<file path="config.mk">
export PLATFORM = sky130hd
export DESIGN_NAME = turn_input_fsm
export DESIGN_NICKNAME = d
export VERILOG_FILES = /design/src/rtl/turn_input_fsm.sv
export SDC_FILE = /design/constraint.sdc
export NUM_CORES = 1
export LEC_CHECK = 0
export BUFFER_PORTS_ARGS = -buffer_cell sky130_fd_sc_hd__buf_4
export CORE_UTILIZATION = 30
export CTS_CLUSTER_DIAMETER = 30
export DETAILED_ROUTE_END_ITERATION = 6
export GPL_TIMING_DRIVEN = 0
export PLACE_DENSITY = 0.52
export SETUP_SLACK_MARGIN = 0.5
export SLEW_MARGIN = 0
export SYNTH_ARGS = -nofsm -noshare
export SYNTH_HDL_FRONTEND = slang
export SYNTH_SLANG_ARGS = --single-unit
</file>
<file path="constraint.sdc">
create_clock -name clk -period 2.89 [get_ports clk]
set_input_delay 0.1445 -clock clk [delete_from_list [all_inputs] [get_ports clk]]
set_output_delay 0.1445 -clock clk [all_outputs]
set_load 0.05 [all_outputs]
</file>
<file path="src/rtl/turn_input_fsm.sv">
// Turn-based button input sequencer: picks an action class, a piece/captive, then a
// destination, emitting a commit pulse and handing the turn to the other player.
module turn_input_fsm #(
    parameter int NBTN    = 4,
    parameter int IDX_W   = 4,
    parameter int TIMEOUT = 1000000
) (
    input  logic             clk,
    input  logic             rst,
    input  logic [NBTN-1:0]  btn,
    output logic [3:0]       state,
    output logic             player,
    output logic [IDX_W-1:0] sel_idx,
    output logic [IDX_W-1:0] arg_idx,
    output logic             commit,
    output logic             timeout
);

    typedef enum logic [3:0] {
        POC = 4'b0000,
        WP  = 4'b0001,
        WC  = 4'b0010,
        PD  = 4'b0101,
        CP  = 4'b0110
    } state_t;

    localparam logic [IDX_W-1:0] IDX_LAST  = IDX_W'(NBTN - 1);
    localparam logic [IDX_W-1:0] IDX_LAST2 = IDX_W'(NBTN - 2);
    localparam logic [IDX_W-1:0] IDX_CANCEL = '0;
    localparam logic [31:0]      TO_LAST   = 32'(TIMEOUT - 1);

    state_t           cur;
    logic [NBTN-1:0]  btn_q;
    logic [NBTN-1:0]  press;
    logic             ev;
    logic [IDX_W-1:0] press_idx;
    logic [31:0]      cnt;
    logic             expire;

    assign state = cur;

    always_comb begin
        press     = btn & ~btn_q;
        // exactly one rising edge this cycle; chords are treated as noise
        ev        = (press != '0) && ((press & (press - NBTN'(1))) == '0);
        press_idx = '0;
        for (int i = 0; i < NBTN; i++) begin
            if (press[i]) press_idx = IDX_W'(i);
        end
        expire = (TIMEOUT != 0) && (cur != POC) && (cnt == TO_LAST) && !ev;
    end

    always_ff @(posedge clk) begin
        if (rst) begin
            cur     <= POC;
            player  <= 1'b0;
            sel_idx <= '0;
            arg_idx <= '0;
            commit  <= 1'b0;
            timeout <= 1'b0;
            // all ones so a button held through reset is not seen as a press
            btn_q   <= '1;
            cnt     <= '0;
        end else begin
            btn_q   <= btn;
            commit  <= 1'b0;
            timeout <= 1'b0;

            if (ev)
                cnt <= '0;
            else if (cur != POC && cnt != '1)
                cnt <= cnt + 32'd1;

            case (cur)
                POC: begin
                    if (ev) begin
                        if (press_idx == IDX_LAST)
                            cur <= WP;
                        else if (press_idx == IDX_LAST2)
                            cur <= WC;
                    end
                end
                WP, WC: begin
                    if (ev) begin
                        if (press_idx == IDX_CANCEL) begin
                            cur <= POC;
                        end else begin
                            sel_idx <= press_idx;
                            cur     <= (cur == WP) ? PD : CP;
                        end
                    end else if (expire) begin
                        cur     <= POC;
                        timeout <= 1'b1;
                        cnt     <= '0;
                    end
                end
                PD, CP: begin
                    if (ev) begin
                        if (press_idx == IDX_CANCEL) begin
                            cur <= (cur == PD) ? WP : WC;
                        end else begin
                            arg_idx <= press_idx;
                            commit  <= 1'b1;
                            player  <= ~player;
                            cur     <= POC;
                        end
                    end else if (expire) begin
                        cur     <= POC;
                        timeout <= 1'b1;
                        cnt     <= '0;
                    end
                end
                default: begin
                    cur <= POC;
                    cnt <= '0;
                end
            endcase
        end
    end

endmodule

</file>
Word-level counts from Yosys, hierarchy flattened
Index checks and enable logic that the tools add are counted.

Bits in registers: 51. Output and inout port bits: 15. Word-level logic and storage cells: 67.

Add/sub/neg operators: 2. Eq/ne operators: 10. Multiplexer cells: 21. Bitwise operators: 8. Reduce and logical (&&, ||, !) cells: 18.

Operator list (count): $mux 32 (4); $pmux 32 s2 (1); $add 32x1->32 const B (1); $eq 32x20->1 const B (1); $ne 32x32->1 const B (1); $mux 4 (7); $eq 4x2->1 const B (3); $logic_not 4->1 (3); $pmux 4 s3 (1); $and 4x4->4 (2); $eq 4x3->1 const B (2); $mux 2 (4); $reduce_bool 4->1 (2); $reduce_and 3->1 (2); $reduce_or 3->1 (2); $not 1->1 (5); $eq 4x1->1 const B (1); $logic_and 1x1->1 (4); $not 4->4 (1); $reduce_or 2->1 (2); $reduce_or 4->1 (1); $sub 4x1->4 const B (1); $mux 1 (3); $mux 3 (1); 4 further kinds (4).

Logic depth before layout (Yosys ltp)
Depth in word-level cells: 11. Mapped depth: 9.

Worst setup path before layout
Ideal clock, no wire load.

Path kind: flip-flop to flip-flop. From: reg cur[3], in the netlist state[3]. To: reg cur[0], in the netlist state[0]. Arrival: 2205 ps. Required time: 2768 ps. Slack: 563 ps. Stages on the path, launching flop included: 9. Path buffers: 2. Clock period less this slack: 2327 ps. Cells stage by stage: dfxtp_1 clkbuf_2 or4_4 buf_6 nand3_2 nor4_2 or3b_2 a22oi_1 nor2_1.

Cells in the longest elaborated chain, start to end: 6. Elaborated cells between the ends (all ways): 21.

Ends and longest elaborated chain: start: declaration (RTL line 32) `state_t cur;`; start signal: assignment (RTL line 89) `cur <= (cur == WP) ? PD : CP;`; start signal: assignment (RTL line 100) `cur <= (cur == PD) ? WP : WC;`; $reduce_bool 4->1 (RTL line 50) `expire = (TIMEOUT != 0) && (cur != POC) && (cnt == TO_LAST) && !ev;`; $logic_and 1x1->1 (2 in series) (RTL line 50); $mux 4; $mux 4 (on tied branches) (RTL line 98, 84); $pmux 4 s3 (RTL line 74) `case (cur)`.

Parallel ways exist; a longest one is shown, timed or not. A chain may end at the register's enable or synchronous reset.

Worst setup path after layout
From: reg cnt[25]. To: reg cur[0], in the netlist state[0].

Cells in the longest elaborated chain, start to end: 6. Elaborated cells between the ends (all ways): 7.

Ends and longest elaborated chain: start: declaration (RTL line 37) `logic [31:0] cnt;`; start signal: assignment (RTL line 72) `cnt <= cnt + 32'd1;`; $eq 32x20->1 * (RTL line 50); $logic_and 1x1->1 * (2 in series) (RTL line 50); $mux 4 *; $mux 4 (on tied branches); $pmux 4 s3 *.

Mark *: on every way between the ends. The rest lies on a longest branch, timed or not.

==> results.json <==
{
  "outcome": "complete, no violations",
  "ir_drop_mv": 0.149,
  "die_area_sq_um": 8580,
  "drv_slew": 0,
  "final_util": 0.361,
  "rsz0062_at_grt": "true",
  "path_class": "flop to flop",
  "hold_path_class": "primary input to flop",
  "synth_seq_cells": 47,
  "p_leak_nw": 0.958,
  "synth_cells": 291,
  "diodes": 0,
  "ys.flop_type": "dfxtp_1",
  "slowest_stage": "or3b_2",
  "period_share": 0.768,
  "wl_per_cell_microns": 13.2,
  "worstMarginPinSlew_ps": 822,
  "grt_pass1_wl_microns": 9470,
  "skew_ps": 17.9,
  "ant_nets": 0,
  "p_per_area_nw_per_um2": 409,
  "post-dp-hpwl_microns": 4030,
  "insertion_delay_ps": 310,
  "cts_setup_buffers": 0,
  "cts-root-buf": "clkbuf_8",
  "drt_iter0_drc": 69,
  "yosysWarnings": 0,
  "antenna_found_initial": 0,
  "fp.coreArea_sq_um": 7850,
  "finalSetupTns_ps": 0,
  "port_buffers": 16,
  "die_h_microns": 92.6,
  "overflow": 0,
  "row_count": 32,
  "pin_count": 21,
  "num_vias": 2125,
  "grt_max_degree": 16,
  "fillers": 837,
  "period_needed_ps": 2220,
  "start_util": 0.314,
  "slew_headroom": 0.448,
  "die_w_microns": 92.6,
  "synth_area_sq_um": 2460,
  "grt.total_usage": 0.139,
  "critPathTopFamily": "simple AND/OR/NAND/NOR gates",
  "drive_gt1_frac": 0.157,
  "worstSetupEndpointType": "flop",
  "via_per_inst": 5.05,
  "clock-sinks": 47,
  "path_max_fanout": 5,
  "finalSetupViolCount": 0,
  "path_cells": "nor4_1, nand4_1, nor4_4, or3b_2, a22oi_1, nor2_1",
  "routed_wl_microns": 5580,
  "cp.arrival_ps": 2420,
  "place_congestion": 0.831,
  "syn_area_per_cell_sq_um": 8.47,
  "first_global_vias": 2037,
  "ys_types": 47,
  "synth_edf_count": 0,
  "start_kind": "flop",
  "htree_levels": 2,
  "cts.clk_slew.worst_paths_ps": 100,
  "crit_path_max_incr_delay_ps": 520,
  "detail_route.drc_violations": 0,
  "crit_required_ps": 3090,
  "cts_buffers": 5,
  "nNetsFinal": 325,
  "drv_cap": 0,
  "finalHoldViolCount": 0,
  "async_reset_ff_frac": 0,
  "area_growth_pct": 14.9,
  "first_pass_iters": 5,
  "clk_path_buf_depth": 2,
  "clock.fmax_mhz": 451,
  "path_buf_inv": 0,
  "ys_seq_area_frac": 0.382,
  "cts_tree": "done"
}
[worst paths after layout]
path,to,startpoint,cells past startpoint,slack (ps)
setup / recovery,state[0],cnt[25],6,670
setup reg to reg,state[0],cnt[25],6,670
hold / removal,btn_q[3],btn[3],2,30
hold reg to reg,arg_idx[1],arg_idx[1],2,470
[synth_stat cells, drive strengths merged, types with 3 or more instances]
cell type	count	area, sq um
nor4	13	87.6
o21ai	12	60.1
nand4	7	43.8
nor3	12	70.1
xnor2	18	158
clkbuf	12	47.6
dfxtp	47	941
or2	4	25.0
o2111ai	4	35.0
nor2b	6	37.5
buf	10	78.8
and3	6	37.5
xor2	15	131
nor4b	4	35.0
nand2b	4	25.0
and4	8	70.1
nand3	12	70.1
o211ai	3	22.5
and2	4	25.0
nand2	15	58.8
nor2	44	165
a21oi	7	35.0
[registers in the layout, indices dropped and copies added, names as in the netlist]
register	cells
btn_q	4
timeout	1
commit	1
cnt	32
sel_idx	2
state	4
arg_idx	2
player	1
[where the power goes]
group / switching (W) / internal, W
logic: 0.0000613 / 0.0000328
clock network: 0.000238 / 0.000171
registers: 0.00000307 / 0.000652
total: 0.000302 / 0.000856
[per-stage QoR]
| stage | setup slack (ps) | instances | power (W) | hold slack (ps) | instance area (sq um) |
|---|---|---|---|---|---|
| final | 671 | 421 | 0.00116 | 30.1 | 2830 |
| after CTS | 611 | 421 | 0.00117 | 28.4 | 2810 |
| after detailed placement | 615 | 413 | 0.000765 | 356 | 2730 |
| after global routing | 492 | 421 | 0.00121 | 15.6 | 2830 |
| after global placement | 582 | 413 | 0.000765 | 349 | 2730 |
| after floorplan | 563 | 295 | 0.000740 | 248 | 2480 |
[worst reg2reg max path, delay by kind of cell, from the launching register on]
kind	cells	cell delay (ps)
AOI/OAI and AO/OA	1	180
DFF	1	360
and+or+nand+nor	5	1570
[per-layer routing]
metal | vias to the layer above | track usage | share of wire | wire length, microns
met5 | - | 0 | 0 | 0
met3 | 11 | 0.0296 | 0.048 | 265
met2 | 48 | 0.227 | 0.45 | 2530
li1 | 1077 | - | - | -
met1 | 989 | 0.179 | 0.48 | 2690
met4 | 0 | 0.0513 | 0.016 | 88
[cell usage in the layout (no fill, tap or decap), types with 6 or more instances in the layout]
cell type  instances
nand2_1           14
clkbuf_1           9
nand4_1            7
buf_4             20
a21oi_1            7
nand3_1           10
nor3_1            10
and3_1             6
nor2b_1            6
xor2_1            15
o21ai_0           12
nor4_1            11
xnor2_1           18
dfxtp_1           47
and4_1             8
nor2_1            44
[what timing repair did]
item	4_1_cts	5_1_grt
hold buffers	0	0
hold endpoints to repair	0	0
setup endpoints to repair	0	10
gates resized for setup	0	4
[logic make-up (layout without fill, tap and decap cells)]
family,count (synthesis),after routing,synth area share
other,1,5,0.00152
multiplexers,2,2,0.00813
flip-flops,47,47,0.382
AND/OR/NAND/NOR,149,149,0.339
buffers and inverters,22,46,0.0513
adder cells (fa/ha/maj),1,1,0.00508
XOR/XNOR,33,33,0.117
AO/OA/AOI/OAI,36,36,0.0955
[final cells by class]
cell class / count / area [sq um] / area share
Tap cell: 102 / 128 / 0.0451
Timing Repair Buffer: 16 / 120 / 0.0424
Buffer: 22 / 128 / 0.0451
Clock buffer: 5 / 68.8 / 0.0243
Clock inverter: 3 / 18.8 / 0.00663
Sequential cell: 47 / 941 / 0.332
Multi-Input combinational cell: 226 / 1430 / 0.504
No activity file was read; power rests on OpenSTA's default activity.
